`src/rtl/uart_pkg.sv`:
```
// Shared definitions for the UART receive path: frame states, legal prescale
// values and the default frame width.
package uart_pkg;

    typedef enum logic [2:0] {
        IDLE   = 3'd0,
        START  = 3'd1,
        DATA   = 3'd2,
        PARITY = 3'd3,
        STOP   = 3'd4
    } rx_state_e;

    localparam int DATA_W_DEF = 8;
    localparam int PRESC_8    = 8;
    localparam int PRESC_16   = 16;
    localparam int PRESC_32   = 32;

endpackage

```
`src/rtl/uart_rx_edge_cnt.sv`:
```
// Oversampling edge counter and bit counter for the UART receiver. It emits a
// bit-end strobe on the last edge of every bit.
module uart_rx_edge_cnt
    import uart_pkg::*;
#(
    parameter int PRESC_W = 6,
    parameter int BIT_W   = 3
) (
    input  logic               clk,
    input  logic               rst_n,
    input  logic               run,
    input  logic [PRESC_W-1:0] presc,
    input  logic               bit_clr,
    input  logic               bit_inc,
    output logic [PRESC_W-1:0] edge_cnt,
    output logic [BIT_W-1:0]   bit_cnt,
    output logic               bit_end
);

    logic [PRESC_W-1:0] edge_cnt_q, edge_cnt_d;
    logic [BIT_W-1:0]   bit_cnt_q, bit_cnt_d;

    assign bit_end  = run && (edge_cnt_q == (presc - PRESC_W'(1)));
    assign edge_cnt = edge_cnt_q;
    assign bit_cnt  = bit_cnt_q;

    // Next-count logic; the edge counter parks at 0 while no frame is running
    always_comb begin
        edge_cnt_d = edge_cnt_q;
        bit_cnt_d  = bit_cnt_q;
        if (!run || bit_end) begin
            edge_cnt_d = '0;
        end else begin
            edge_cnt_d = edge_cnt_q + PRESC_W'(1);
        end
        if (bit_clr) begin
            bit_cnt_d = '0;
        end else if (bit_inc) begin
            bit_cnt_d = bit_cnt_q + BIT_W'(1);
        end else begin
            bit_cnt_d = bit_cnt_q;
        end
    end

    // Counter registers
    always_ff @(posedge clk or negedge rst_n) begin
        if (!rst_n) begin
            edge_cnt_q <= '0;
            bit_cnt_q  <= '0;
        end else begin
            edge_cnt_q <= edge_cnt_d;
            bit_cnt_q  <= bit_cnt_d;
        end
    end

endmodule

```
`src/rtl/uart_rx_ctrl.sv`:
```
// UART receive frame controller: start detection, bit sequencing, parity and
// stop checks. Optional break detection is enabled with UART_RX_BREAK_DET_EN.
module uart_rx_ctrl
    import uart_pkg::*;
#(
    parameter int DATA_W  = DATA_W_DEF,
    parameter int PRESC_W = 6
) (
    input  logic               clk,
    input  logic               rst_n,
    input  logic               rx_in,
    input  logic [PRESC_W-1:0] prescale,
    input  logic               par_en,
    input  logic               par_typ,
    input  logic               sampled_bit,
    output logic               dat_samp_en,
    output logic [PRESC_W-1:0] edge_cnt,
    output logic               deser_en,
    output logic               data_valid,
    output logic               par_err,
    output logic               stp_err,
`ifdef UART_RX_BREAK_DET_EN
    output logic               brk_det,
`endif
    output logic               busy
);

    localparam int BIT_W = (DATA_W > 1) ? $clog2(DATA_W) : 1;
    localparam logic [BIT_W-1:0] LAST_BIT = BIT_W'(DATA_W - 1);

    rx_state_e          state_q, state_d;
    logic [PRESC_W-1:0] presc_q, presc_d, presc_legal_s;
    logic               par_en_q, par_en_d, par_typ_q, par_typ_d;
    logic               acc_q, acc_d, err_q, err_d;
    logic               dat_samp_en_q, dat_samp_en_d, busy_q, busy_d;
    logic               deser_en_q, deser_en_d, data_valid_q, data_valid_d;
    logic               par_err_q, par_err_d, stp_err_q, stp_err_d;
    logic               start_s, bit_end_s, bit_clr_s, bit_inc_s, run_s;
    logic               brk_hit_s, brk_block_s;
    logic [BIT_W-1:0]   bit_cnt_s;

    assign run_s = (state_q != IDLE);

    uart_rx_edge_cnt #(
        .PRESC_W (PRESC_W),
        .BIT_W   (BIT_W)
    ) u_edge_cnt (
        .clk      (clk),
        .rst_n    (rst_n),
        .run      (run_s),
        .presc    (presc_q),
        .bit_clr  (bit_clr_s),
        .bit_inc  (bit_inc_s),
        .edge_cnt (edge_cnt),
        .bit_cnt  (bit_cnt_s),
        .bit_end  (bit_end_s)
    );

    // Anything other than 8/16/32 oversampling falls back to 8
    always_comb begin
        case (prescale)
            PRESC_W'(PRESC_8), PRESC_W'(PRESC_16), PRESC_W'(PRESC_32): presc_legal_s = prescale;
            default: presc_legal_s = PRESC_W'(PRESC_8);
        endcase
    end

    // Frame FSM: next state, pulse generation and per-frame configuration latch
    always_comb begin
        state_d      = state_q;
        presc_d      = presc_q;
        par_en_d     = par_en_q;
        par_typ_d    = par_typ_q;
        acc_d        = acc_q;
        err_d        = err_q;
        deser_en_d   = 1'b0;
        data_valid_d = 1'b0;
        par_err_d    = 1'b0;
        stp_err_d    = 1'b0;
        bit_clr_s    = 1'b0;
        bit_inc_s    = 1'b0;
        start_s      = 1'b0;
        case (state_q)
            IDLE: begin
                if (!rx_in && !brk_block_s) begin
                    start_s = 1'b1;
                    state_d = START;
                end else begin
                    state_d = IDLE;
                end
            end
            START: begin
                if (bit_end_s) begin
                    if (sampled_bit) begin
                        state_d = IDLE;
                    end else begin
                        state_d   = DATA;
                        bit_clr_s = 1'b1;
                    end
                end else begin
                    state_d = START;
                end
            end
            DATA: begin
                if (bit_end_s) begin
                    deser_en_d = 1'b1;
                    acc_d      = acc_q ^ sampled_bit;
                    bit_inc_s  = 1'b1;
                    if (bit_cnt_s == LAST_BIT) begin
                        state_d = par_en_q ? PARITY : STOP;
                    end else begin
                        state_d = DATA;
                    end
                end else begin
                    state_d = DATA;
                end
            end
            PARITY: begin
                if (bit_end_s) begin
                    if (sampled_bit != (acc_q ^ par_typ_q)) begin
                        par_err_d = 1'b1;
                        err_d     = 1'b1;
                    end else begin
                        err_d = err_q;
                    end
                    state_d = STOP;
                end else begin
                    state_d = PARITY;
                end
            end
            STOP: begin
                if (bit_end_s) begin
                    if (brk_hit_s) begin
                        state_d = IDLE;
                    end else begin
                        stp_err_d    = ~sampled_bit;
                        data_valid_d = sampled_bit & ~err_q;
                        // A low line at stop end is the next frame's start bit
                        if (!rx_in) begin
                            start_s = 1'b1;
                            state_d = START;
                        end else begin
                            state_d = IDLE;
                        end
                    end
                end else begin
                    state_d = STOP;
                end
            end
            default: state_d = IDLE;
        endcase
        if (start_s) begin
            presc_d   = presc_legal_s;
            par_en_d  = par_en;
            par_typ_d = par_typ;
            acc_d     = 1'b0;
            err_d     = 1'b0;
        end else begin
            presc_d = presc_d;
        end
        dat_samp_en_d = (state_d != IDLE);
        busy_d        = (state_d != IDLE);
    end

`ifdef UART_RX_BREAK_DET_EN
    logic brk_zero_q, brk_zero_d, brk_wait_q, brk_wait_d, brk_det_q, brk_det_d;

    assign brk_hit_s   = (state_q == STOP) && bit_end_s && !sampled_bit && brk_zero_q;
    assign brk_block_s = brk_wait_q;
    assign brk_det     = brk_det_q;

    // Track an all-zero frame and hold off start detection until the line idles
    always_comb begin
        brk_zero_d = brk_zero_q;
        brk_wait_d = brk_wait_q;
        brk_det_d  = 1'b0;
        if (start_s) begin
            brk_zero_d = 1'b1;
        end else if (bit_end_s && ((state_q == DATA) || (state_q == PARITY))) begin
            brk_zero_d = brk_zero_q & ~sampled_bit;
        end else begin
            brk_zero_d = brk_zero_q;
        end
        if (brk_hit_s) begin
            brk_det_d  = 1'b1;
            brk_wait_d = 1'b1;
        end else if (brk_wait_q && rx_in) begin
            brk_wait_d = 1'b0;
        end else begin
            brk_wait_d = brk_wait_q;
        end
    end

    // Break detection registers
    always_ff @(posedge clk or negedge rst_n) begin
        if (!rst_n) begin
            brk_zero_q <= 1'b0;
            brk_wait_q <= 1'b0;
            brk_det_q  <= 1'b0;
        end else begin
            brk_zero_q <= brk_zero_d;
            brk_wait_q <= brk_wait_d;
            brk_det_q  <= brk_det_d;
        end
    end
`else
    assign brk_hit_s   = 1'b0;
    assign brk_block_s = 1'b0;
`endif

    // State, latched configuration and registered outputs
    always_ff @(posedge clk or negedge rst_n) begin
        if (!rst_n) begin
            state_q       <= IDLE;
            presc_q       <= PRESC_W'(PRESC_8);
            par_en_q      <= 1'b0;
            par_typ_q     <= 1'b0;
            acc_q         <= 1'b0;
            err_q         <= 1'b0;
            dat_samp_en_q <= 1'b0;
            busy_q        <= 1'b0;
            deser_en_q    <= 1'b0;
            data_valid_q  <= 1'b0;
            par_err_q     <= 1'b0;
            stp_err_q     <= 1'b0;
        end else begin
            state_q       <= state_d;
            presc_q       <= presc_d;
            par_en_q      <= par_en_d;
            par_typ_q     <= par_typ_d;
            acc_q         <= acc_d;
            err_q         <= err_d;
            dat_samp_en_q <= dat_samp_en_d;
            busy_q        <= busy_d;
            deser_en_q    <= deser_en_d;
            data_valid_q  <= data_valid_d;
            par_err_q     <= par_err_d;
            stp_err_q     <= stp_err_d;
        end
    end

    assign dat_samp_en = dat_samp_en_q;
    assign busy        = busy_q;
    assign deser_en    = deser_en_q;
    assign data_valid  = data_valid_q;
    assign par_err     = par_err_q;
    assign stp_err     = stp_err_q;

endmodule

```
`config.mk`:
```
export PLATFORM = sky130hd
export DESIGN_NAME = uart_rx_ctrl
export DESIGN_NICKNAME = d
export VERILOG_FILES = /design/src/rtl/uart_pkg.sv /design/src/rtl/uart_rx_edge_cnt.sv /design/src/rtl/uart_rx_ctrl.sv
export SDC_FILE = /design/constraint.sdc
export NUM_CORES = 1
export LEC_CHECK = 0
export ABC_AREA = 1
export BUFFER_PORTS_ARGS = -buffer_cell sky130_fd_sc_hd__buf_2
export CAP_MARGIN = 40
export CORE_MARGIN = 10
export CORE_UTILIZATION = 50
export CTS_BUF_LIST = sky130_fd_sc_hd__clkbuf_2 sky130_fd_sc_hd__clkbuf_4 sky130_fd_sc_hd__clkbuf_8
export CTS_CLUSTER_DIAMETER = 60
export DETAILED_ROUTE_END_ITERATION = 6
export PLACE_DENSITY = 0.75
export SETUP_SLACK_MARGIN = 0.4
export SLEW_MARGIN = 20
export SYNTH_ARGS = -nofsm -noshare
export SYNTH_HDL_FRONTEND = slang
export SYNTH_SLANG_ARGS = --single-unit
export TNS_END_PERCENT = 5
```
`constraint.sdc`:
```
create_clock -name clk -period 2 [get_ports clk]
set_clock_uncertainty 0.05 [all_clocks]
set_input_delay 0.3 -clock clk [delete_from_list [all_inputs] [get_ports clk]]
set_output_delay 0.3 -clock clk [all_outputs]
set_load 0.01 [all_outputs]
```
==> results.yml, run 1 <==
die:
  core-area_mm2: 0.00310
  rows: 20
  boundaryPins: 24
  start_util: 0.527
  die_h_um: 77.2
  fp.dieArea_mm2: 0.00596
  fp.dieW_um: 77.2
finish:
  n_antenna_cell: 0
  fin_nets: 267
  drive_above_1_share: 0.280
  post-route-util: 0.628
  synthToLayoutAreaGrowth_pct: 19.2
pwr:
  vdd_ir_drop_max_mv: 0.597
  total_leakage_power_nw: 1.06
  pwr_density_cell_mw_per_mm2: 1010
  total_power_w: 0.00197
yosys:
  synth-async-reset-ratio: 1.00
  synth_edf_count: 0
  synth_top_area_cell: "dfrtp_1"
  synth_area_mm2: 0.00164
  yosysWarnings: 0
  synth-seq-cells: 27
  ys_types: 27
  synth_flop_cell: "dfrtp_1"
  synthCells: 214
  synthMostInstantiatedCell: "nand2_1"
  synthTopCellsByArea: "dfrtp_1 (40%), nand2_1 (13%), inv_1 (7.3%)"
  synth.top_cells.by_count: "nand2_1 (58), inv_1 (32), dfrtp_1 (26), nor2_1 (26), nand3_1 (16)"
  syn_area_per_cell_um2: 7.64
  yosysSeqAreaShare: 0.414
  yosys.area.top_type_share: 0.398
  synth_nets: 230
timing:
  tightest_slew_ns: 0.599
  min_period_over_period: 0.939
  setup-tns-final_ns: 0
  timing.hold.ws_ns: 0.0984
  clock.fmax_mhz: 533
  slew_headroom: 0.601
  drv_slew: 0
  hold_viol_final: 0
  setup_viol: 0
  finalCriticalPeriod_ns: 1.88
  rsz0062_at_grt: "yes"
clock_network:
  cts.sinks: 27
  clk_latency_ns: 0.33
  cts-root-buf: "clkbuf_4"
  path_clk_slew_ns: 0.15
  clockBufferDepth: 2
  cts_tree: "yes"
  cts_inserted_buffers: 3
  htree_levels: 1
placed_design:
  hpwl_mm: 2.65
  place_congestion: 0.831
  io_buffers: 23
global_routing:
  grt.total_usage: 0.122
  met2_usage: 0.198
  gr-usage-met1: 0.155
  grt_max_degree: 28
  grt-busiest-layer: "met2"
  met3_usage: 0.0291
  grt_pass1_vias: 1378
  grt_pass1_wl_mm: 6.12
  grt_overflow: 0
  antenna_found_initial: 0
setup_path:
  endpoint: "busy"
  path_class: "reg -> reg"
  reg2reg_slack_ns: 0.12
  rr_worst_depth: 12
  worstPathRequired_ns: 2.23
  crit_fanout: 3
  critPathLaunchType: "flip-flop"
  crit_start: "presc_q[1]"
  timing.rr.end: "busy"
  reg2reg_from: "presc_q[1]"
  cp.arrival_ns: 2.11
  end_kind: "flip-flop"
drt:
  wirelength_mm: 3.54
  drcViolationCount: 0
  drtIter0Drc: 110
  wl_per_cell_um: 12.0
  num_vias: 1444
  first_pass_iters: 4
  ant_nets: 0
  viasPerCell: 4.91
flow_run:
  drv_cap: 0
run_status:
  outcome: "finished clean"
worst_hold_path:
  min_path_type: "in -> reg"
## critical path, cell delays in order, from the launching register on
cell and delay [ns]:
dfrtp_1 0.42, inv_2 0.10, buf_4 0.12, nand2_2 0.04
nor2_2 0.15, nand2_2 0.09, nand2_1 0.12, nand3_2 0.11
nor2_4 0.17, nand4_1 0.19, inv_1 0.15, nor2_1 0.07
nand2_1 0.06
## registers in the layout, indices dropped and copies added (netlist names)
| register | flops |
|---|---|
| acc_q | 1 |
| busy | 1 |
| data_valid | 1 |
| deser_en | 1 |
| err_q | 1 |
| par_en_q | 1 |
| par_err | 1 |
| par_typ_q | 1 |
| presc_q | 6 |
| state_q | 3 |
| stp_err | 1 |
| u_edge_cnt.bit_cnt | 3 |
| u_edge_cnt.edge_cnt | 6 |
## layout by cell type, fill, tap and decap left out, types with 2 or more instances in the layout
master,n
nor3b_1,3
nor2_1,26
inv_2,3
a21oi_2,2
nand2_4,4
nand3_2,4
nand4_1,4
dfrtp_1,26
inv_1,31
nand2_2,7
xor2_1,4
nand3_1,16
clkbuf_4,3
buf_4,7
nor2_4,3
nor3_1,4
buf_2,23
nor2_2,4
nand2_1,57
ha_1,3
## layout make-up
class	instances	area [um2]
clock inverters	1	8.76
inverters	36	153
repair buffers	31	178
repair inverters	1	5.00
clock buffers	3	22.5
multi-input cells	151	851
fillers	292	1150
well taps	44	55.1
flip-flops and latches	27	677
## routing by layer
metal,up-vias,part of all wire
li1,734,-
met5,-,0
met1,657,0.44
met2,48,0.47
met3,5,0.071
met4,0,0.012
## report_power, final
part,total (W),internal [W],leakage [nW],switching [W]
Combinational,0.000927,0.000329,0.687,0.000598
Sequential,0.000791,0.000674,0.355,0.000116
Clock,0.000250,0.0000816,0.0183,0.000168
## per-stage QoR
stage / cells / setup WS (ns) / area (um2)
2_1_floorplan: 214 / 0.212 / 1640
3_3_place_gp: 281 / 0.135 / 1810
3_5_place_dp: 281 / 0.0727 / 1810
4_1_cts: 290 / 0.121 / 1900
5_1_grt: 294 / 0.0185 / 1950
6_report: 294 / 0.122 / 1950
## cell families (layout without fill, tap and decap cells)
kind of cell / after synthesis / after routing / share of synthesized area
adders and majority gates: 4 / 4 / 0.0306
buffers and inverters: 37 / 72 / 0.0934
and+or+nand+nor: 134 / 135 / 0.409
xor gates and xnor gates: 5 / 5 / 0.0268
DFF: 27 / 27 / 0.414
AOI/OAI and AO/OA: 7 / 7 / 0.0268
## worst min-delay path by stage
| stage | startpoint | end | cells past startpoint | slack (ns) |
|---|---|---|---|---|
| finish | par_en | par_en_q | 3 | 0.1 |
| CTS | par_en | par_en_q | 3 | 0.09 |
| detailed placement | rst_n | u_edge_cnt.edge_cnt[5] | 1 | 0.29 |
| floorplan | rst_n | acc_q | 0 | -0.05 |
| global placement | rst_n | u_edge_cnt.edge_cnt[5] | 1 | 0.29 |
| global route | par_en | par_en_q | 3 | 0.08 |
## timing repair
action	CTS	global route
hold buffers	1	0
setup endpoints to repair	27	27
resized for setup	4	3
endpoints found under the hold margin	26	0
gates cloned	1	1
pin swaps	2	2
buffers inserted	3	3
Power figures use the tool's default switching activity.
==> run 2, diff against run 1 <==
--- a/config.mk
+++ b/config.mk
@@ -9,11 +9,11 @@
 export BUFFER_PORTS_ARGS = -buffer_cell sky130_fd_sc_hd__buf_2
 export CAP_MARGIN = 40
 export CORE_MARGIN = 10
-export CORE_UTILIZATION = 50
+export CORE_UTILIZATION = 45
 export CTS_BUF_LIST = sky130_fd_sc_hd__clkbuf_2 sky130_fd_sc_hd__clkbuf_4 sky130_fd_sc_hd__clkbuf_8
 export CTS_CLUSTER_DIAMETER = 60
 export DETAILED_ROUTE_END_ITERATION = 6
-export PLACE_DENSITY = 0.75
+export PLACE_DENSITY = 0.69
 export SETUP_SLACK_MARGIN = 0.4
 export SLEW_MARGIN = 20
 export SYNTH_ARGS = -nofsm -noshare
==> constraint.sdc (replaced) <==
create_clock -name clk -period 2.2 [get_ports clk]
set_clock_uncertainty 0.05 [all_clocks]
set_input_delay 0.33 -clock clk [delete_from_list [all_inputs] [get_ports clk]]
set_output_delay 0.33 -clock clk [all_outputs]
set_load 0.01 [all_outputs]
==> run 2 against run 1 <==
Cell count is 1.7% higher. Cell area grew 1.6%. First-iteration DRC count decreased by 19%. Utilization down 4.8 points. Setup slack better by 0.21 ns. Critical path depth is 2 higher. Fmax increased by 0.48%. Count of clock-buffer cells in the layout grew 1. Largest power group unchanged. Sequential cell count is the same. Non-clock buffer count is 3 higher.
==> results.yml, run 2 (synthesis results as in run 1) <==
drt:
  top_layer: "met4"
  viasPerCell: 4.80
  ant_nets: 0
  first_pass_iters: 4
  drtIter0Drc: 89
  num_vias: 1434
  drcViolationCount: 0
  dr_wl_met2_mm: 1.55
  wl_per_cell_um: 11.9
  wl_met3_um: 178
  wirelength_mm: 3.55
  met1_length_mm: 1.78
timing:
  min_period_over_period: 0.849
  rsz0062_at_grt: "yes"
  tightest_slew_ns: 0.719
  hold_viol_final: 0
  setup-tns-final_ns: 0
  finalCriticalPeriod_ns: 1.87
  drv_slew: 0
  setup_viol: 0
  slew_headroom: 0.517
  clock.fmax_mhz: 535
setup_path:
  path_class: "reg -> reg"
  critPathSlowestCell: "dfrtp_1"
  cp.arrival_ns: 2.05
  critPathLaunchType: "flip-flop"
  crit_fanout: 6
  path_cells: "inv_2 -> ha_4 -> nand2_1 -> nand2_2 -> nor2_4 -> nand2_2 -> nor2_4 -> nand3_4 -> nand2_4 -> nand2_8 -> clkinv_8 -> nor2_4 -> nand2_1 -> nand2_1"
  end_kind: "flip-flop"
  critPathMaxStageDelay_ns: 0.41
  worstPathRequired_ns: 2.38
finish:
  synthToLayoutAreaGrowth_pct: 21.1
  n_antenna_cell: 0
  mostFrequentLayoutCell: "nand2_1"
  post-route-util: 0.580
  drive_above_1_share: 0.296
  fin_nets: 270
  final_cell_mix: "nand2_1 (55), inv_1 (30), dfrtp_1 (26), nor2_1 (25), buf_2 (23)"
global_routing:
  grt_overflow: 0
  antenna_found_initial: 0
  grt_max_degree: 28
  grt.total_usage: 0.112
  grt_pass1_vias: 1304
  grt_pass1_wl_mm: 5.93
die:
  die_h_um: 80.3
  fp.dieArea_mm2: 0.00645
  start_util: 0.479
  boundaryPins: 24
  fp.dieW_um: 80.3
  rows: 21
  core-area_mm2: 0.00342
clock_network:
  clockBufferDepth: 2
  cts_tree: "yes"
  clk_latency_ns: 0.31
  cts_inserted_buffers: 3
  path_clk_slew_ns: 0.14
  cts.sinks: 27
  htree_levels: 1
  cts-root-buf: "clkbuf_4"
worst_hold_path:
  min_path_type: "in -> reg"
placed_design:
  place_congestion: 0.844
  hpwl_mm: 2.62
  io_buffers: 23
run_status:
  outcome: "finished clean"
pwr:
  pwr_density_cell_mw_per_mm2: 920
  total_leakage_power_nw: 1.08
  vdd_ir_drop_max_mv: 0.389
flow_run:
  drv_cap: 0
run 2: report_power, final:
group / total [W] / internal (W) / leakage [nW] / switching [W]
Sequential: 0.000707 / 0.000613 / 0.355 / 0.0000940
Combinational: 0.000891 / 0.000330 / 0.704 / 0.000561
Clock: 0.000224 / 0.0000831 / 0.0184 / 0.000141
Total: 0.00182 / 0.00103 / 1.08 / 0.000796
run 2: repair_timing:
item                                    in CTS  in global routing
buffers inserted                             4                  6
resized for setup                            6                  5
cloned                                       2                  0
pin swaps                                    3                 10
endpoints found under the hold margin       26                  0
endpoints found under the setup margin      15                 23
hold buffers                                 1                  0
run 2: cell type report:
class / count / area, um2
well taps: 46 / 57.6
inverters: 36 / 153
repair buffers: 34 / 200
clock buffers: 4 / 30.0
repair inverters: 1 / 5.00
multi-input cells: 151 / 858
flip-flops and latches: 27 / 677
fillers: 314 / 1440
run 2: worst paths after layout:
path | from | to | slack [ns] | cells past startpoint
worst min register to register | par_typ_q | par_typ_q | 0.47 | 2
min in group asynchronous | rst_n | presc_q[5] | 0.50 | 2
worst min-delay path | par_typ | par_typ_q | 0.14 | 3
worst max register to register | presc_q[1] | acc_q | 0.33 | 14
worst max-delay path | presc_q[1] | acc_q | 0.33 | 14
max in group asynchronous | rst_n | state_q[0] | 1.19 | 2
run 2: worst max-delay path: cells and delay by family (launching register included):
kind	cells	cell delay [ns]
buffers and inverters	2	0.18
AND/OR/NAND/NOR	11	0.93
adder cells (fa/ha/maj)	1	0.21
flip-flops	1	0.41
run 2: metal layers:
| metal | vias to the layer above | track usage |
|---|---|---|
| met1 | 650 | 0.155 |
| met4 | 0 | 0.0405 |
| met3 | 2 | 0.0212 |
| met2 | 39 | 0.169 |
| met5 | - | 0 |
| li1 | 743 | - |
run 2: metrics by stage:
step                      hold slack (ns)  cell area (um2)  setup slack [ns]  power [W]  cells
final                               0.143             1980             0.331    0.00182    299
after global routing                0.144             1980             0.209    0.00196    299
after CTS                           0.136             1920             0.326    0.00178    293
after detailed placement            0.328             1800             0.263    0.00151    282
after global placement              0.322             1800             0.319    0.00150    282
after floorplan                   -0.0156             1640             0.412    0.00132    214
==> run 3, diff against run 2 <==
==> constraint.sdc (replaced) <==
create_clock -name clk -period 1.8 [get_ports clk]
set_clock_uncertainty 0.05 [all_clocks]
set_input_delay 0.27 -clock clk [delete_from_list [all_inputs] [get_ports clk]]
set_output_delay 0.27 -clock clk [all_outputs]
set_load 0.01 [all_outputs]
==> run 3 against run 2 <==
The flow now finishes with violations (negative setup slack). Clock power up 20%. Non-clock buffer count stayed put. Fmax rose by 1.6%. Cell count did not move. Cell area grew 1.8%. Utilization increased by 1.1 points. Sequential share of layout area fell by 0.61 points. Setup slack worse by 0.37 ns. Routed wire length down 6.2%. Sequential cell count did not move. Combinational power grew 23%.
==> results.yml, run 3 (synthesis results as in run 1) <==
finish:
  final_cell_area_mm2: 0.00202
  n_antenna_cell: 0
  multiInputGateArea_um2: 868
  final_cell_mix: "nand2_1 (55), inv_1 (30), dfrtp_1 (26), nor2_1 (25), buf_2 (23)"
  synthToLayoutAreaGrowth_pct: 23.3
  post-route-util: 0.590
  mostFrequentLayoutCell: "nand2_1"
  drive_above_1_share: 0.308
  seq_area_um2: 677
  fin_cells: 299
  fill_cells: 315
  fin_nets: 270
drt:
  wirelength_mm: 3.33
  viasPerCell: 4.70
  num_vias: 1404
  drcViolationCount: 0
  drtIter0Drc: 75
  wl_per_cell_um: 11.1
  ant_nets: 0
  first_pass_iters: 5
clock_network:
  cts_inserted_buffers: 3
  cts-root-buf: "clkbuf_4"
  clk_latency_ns: 0.33
  cts.sinks: 27
  path_clk_slew_ns: 0.15
  clockBufferDepth: 2
  htree_levels: 1
  cts_tree: "yes"
die:
  die_h_um: 80.3
  boundaryPins: 24
  start_util: 0.479
  rows: 21
  core-area_mm2: 0.00342
  fp.dieW_um: 80.3
  fp.dieArea_mm2: 0.00645
run_status:
  violations: "negative setup slack"
  outcome: "finished with violations"
setup_path:
  critPathLaunchType: "flip-flop"
  end_kind: "flip-flop"
  reg2reg_slack_ns: -0.04
  crit_start: "presc_q[0]"
  cp.arrival_ns: 2.02
  worstPathRequired_ns: 1.98
  crit_fanout: 6
  rr_worst_depth: 15
  path_class: "reg -> reg"
  reg2reg_from: "presc_q[0]"
  timing.rr.end: "acc_q"
placed_design:
  place_congestion: 0.824
  dpl_cell_area_mm2: 0.00186
  hpwl_mm: 2.49
  dp.cells: 288
  place_ws_ns: -0.108
  io_buffers: 23
pwr:
  vdd_ir_drop_max_mv: 0.495
  pwr_density_cell_mw_per_mm2: 1110
  total_leakage_power_nw: 1.08
timing:
  finalCriticalPeriod_ns: 1.84
  rsz0062_at_grt: "yes"
  slew_headroom: 0.581
  setup_slack_ns: -0.0394
  min_period_over_period: 1.02
  drv_slew: 0
  setup_viol: 8
  setup-tns-final_ns: -0.151
  clock.fmax_mhz: 544
  tightest_slew_ns: 0.627
  hold_viol_final: 0
global_routing:
  grt_pass1_vias: 1408
  grt_max_degree: 28
  grt.total_usage: 0.116
  grt_pass1_wl_mm: 6.19
  antenna_found_initial: 0
  grt_overflow: 0
flow_run:
  drv_cap: 0
worst_hold_path:
  worstHoldPathCells: 3
  whs_endpoint: "par_en_q"
  min_path_type: "in -> reg"
  min-delay-start: "par_en"
-- run 3: changes by cell type in the layout (fill, tap and decap cells not counted), sizes merged --
| cell | previous run | this run |
|---|---|---|
| clkbuf | 4 | 3 |
| clkinv | 3 | 4 |
-- run 3: area by class of cell --
type / count / share of cell area
clock buffer: 3 / 0.0112
multi-input combinational: 151 / 0.431
timing repair inverter: 1 / 0.00434
timing repair buffer: 34 / 0.112
sequential: 27 / 0.336
clock inverter: 1 / 0.00248
tap: 46 / 0.0285
inverter: 36 / 0.0757
-- run 3: through the flow --
| stage | hold WS [ns] | power, W |
|---|---|---|
| floorplan | -0.0756 | 0.00162 |
| global placement | 0.271 | 0.00190 |
| detailed placement | 0.270 | 0.00190 |
| CTS | 0.0741 | 0.00224 |
| global route | 0.0696 | 0.00245 |
| finish | 0.0744 | 0.00225 |
-- run 3: worst max-delay path by stage --
stage	end	cells past startpoint
after floorplan	acc_q	15
after CTS	acc_q	15
final	acc_q	15
after global routing	busy	13
after global placement	acc_q	15
after detailed placement	acc_q	15
-- run 3: report_power, final --
group          internal [W]  switching [W]
logic              0.000432       0.000672
registers          0.000750       0.000122
clock network     0.0000834       0.000185
total               0.00127       0.000980
-- run 3: worst max-delay path, cell delays in order (launching register included) --
cell and delay [ns]:
dfrtp_1 0.39, inv_2 0.05, ha_4 0.27, inv_2 0.03, nand2_2 0.04, nand2_2 0.06
nor2_4 0.11, nand2_2 0.08, nor2_4 0.09, nand3_4 0.12, nand2_4 0.13, nand2_8 0.09
clkinv_8 0.09, nor2_4 0.03, nand2_1 0.07, nand2_1 0.05
-- run 3: repair_timing --
action	4_1_cts	5_1_grt
resized for setup	10	4
pin swaps	15	4
hold buffers	1	0
hold endpoints to repair	26	0
endpoints found under the setup margin	27	27
setup buffers	3	1
gates cloned	2	0
-- run 3: routing by layer --
layer  global-route usage  wire length, um  vias to the layer above  part of all wire
met5                    0                0                        -                 0
met4               0.0511               52                        0             0.016
met3               0.0200              156                        4             0.047
met2                0.186             1470                       29              0.44
met1                0.150             1640                      628              0.49
li1                     -                -                      743                 -
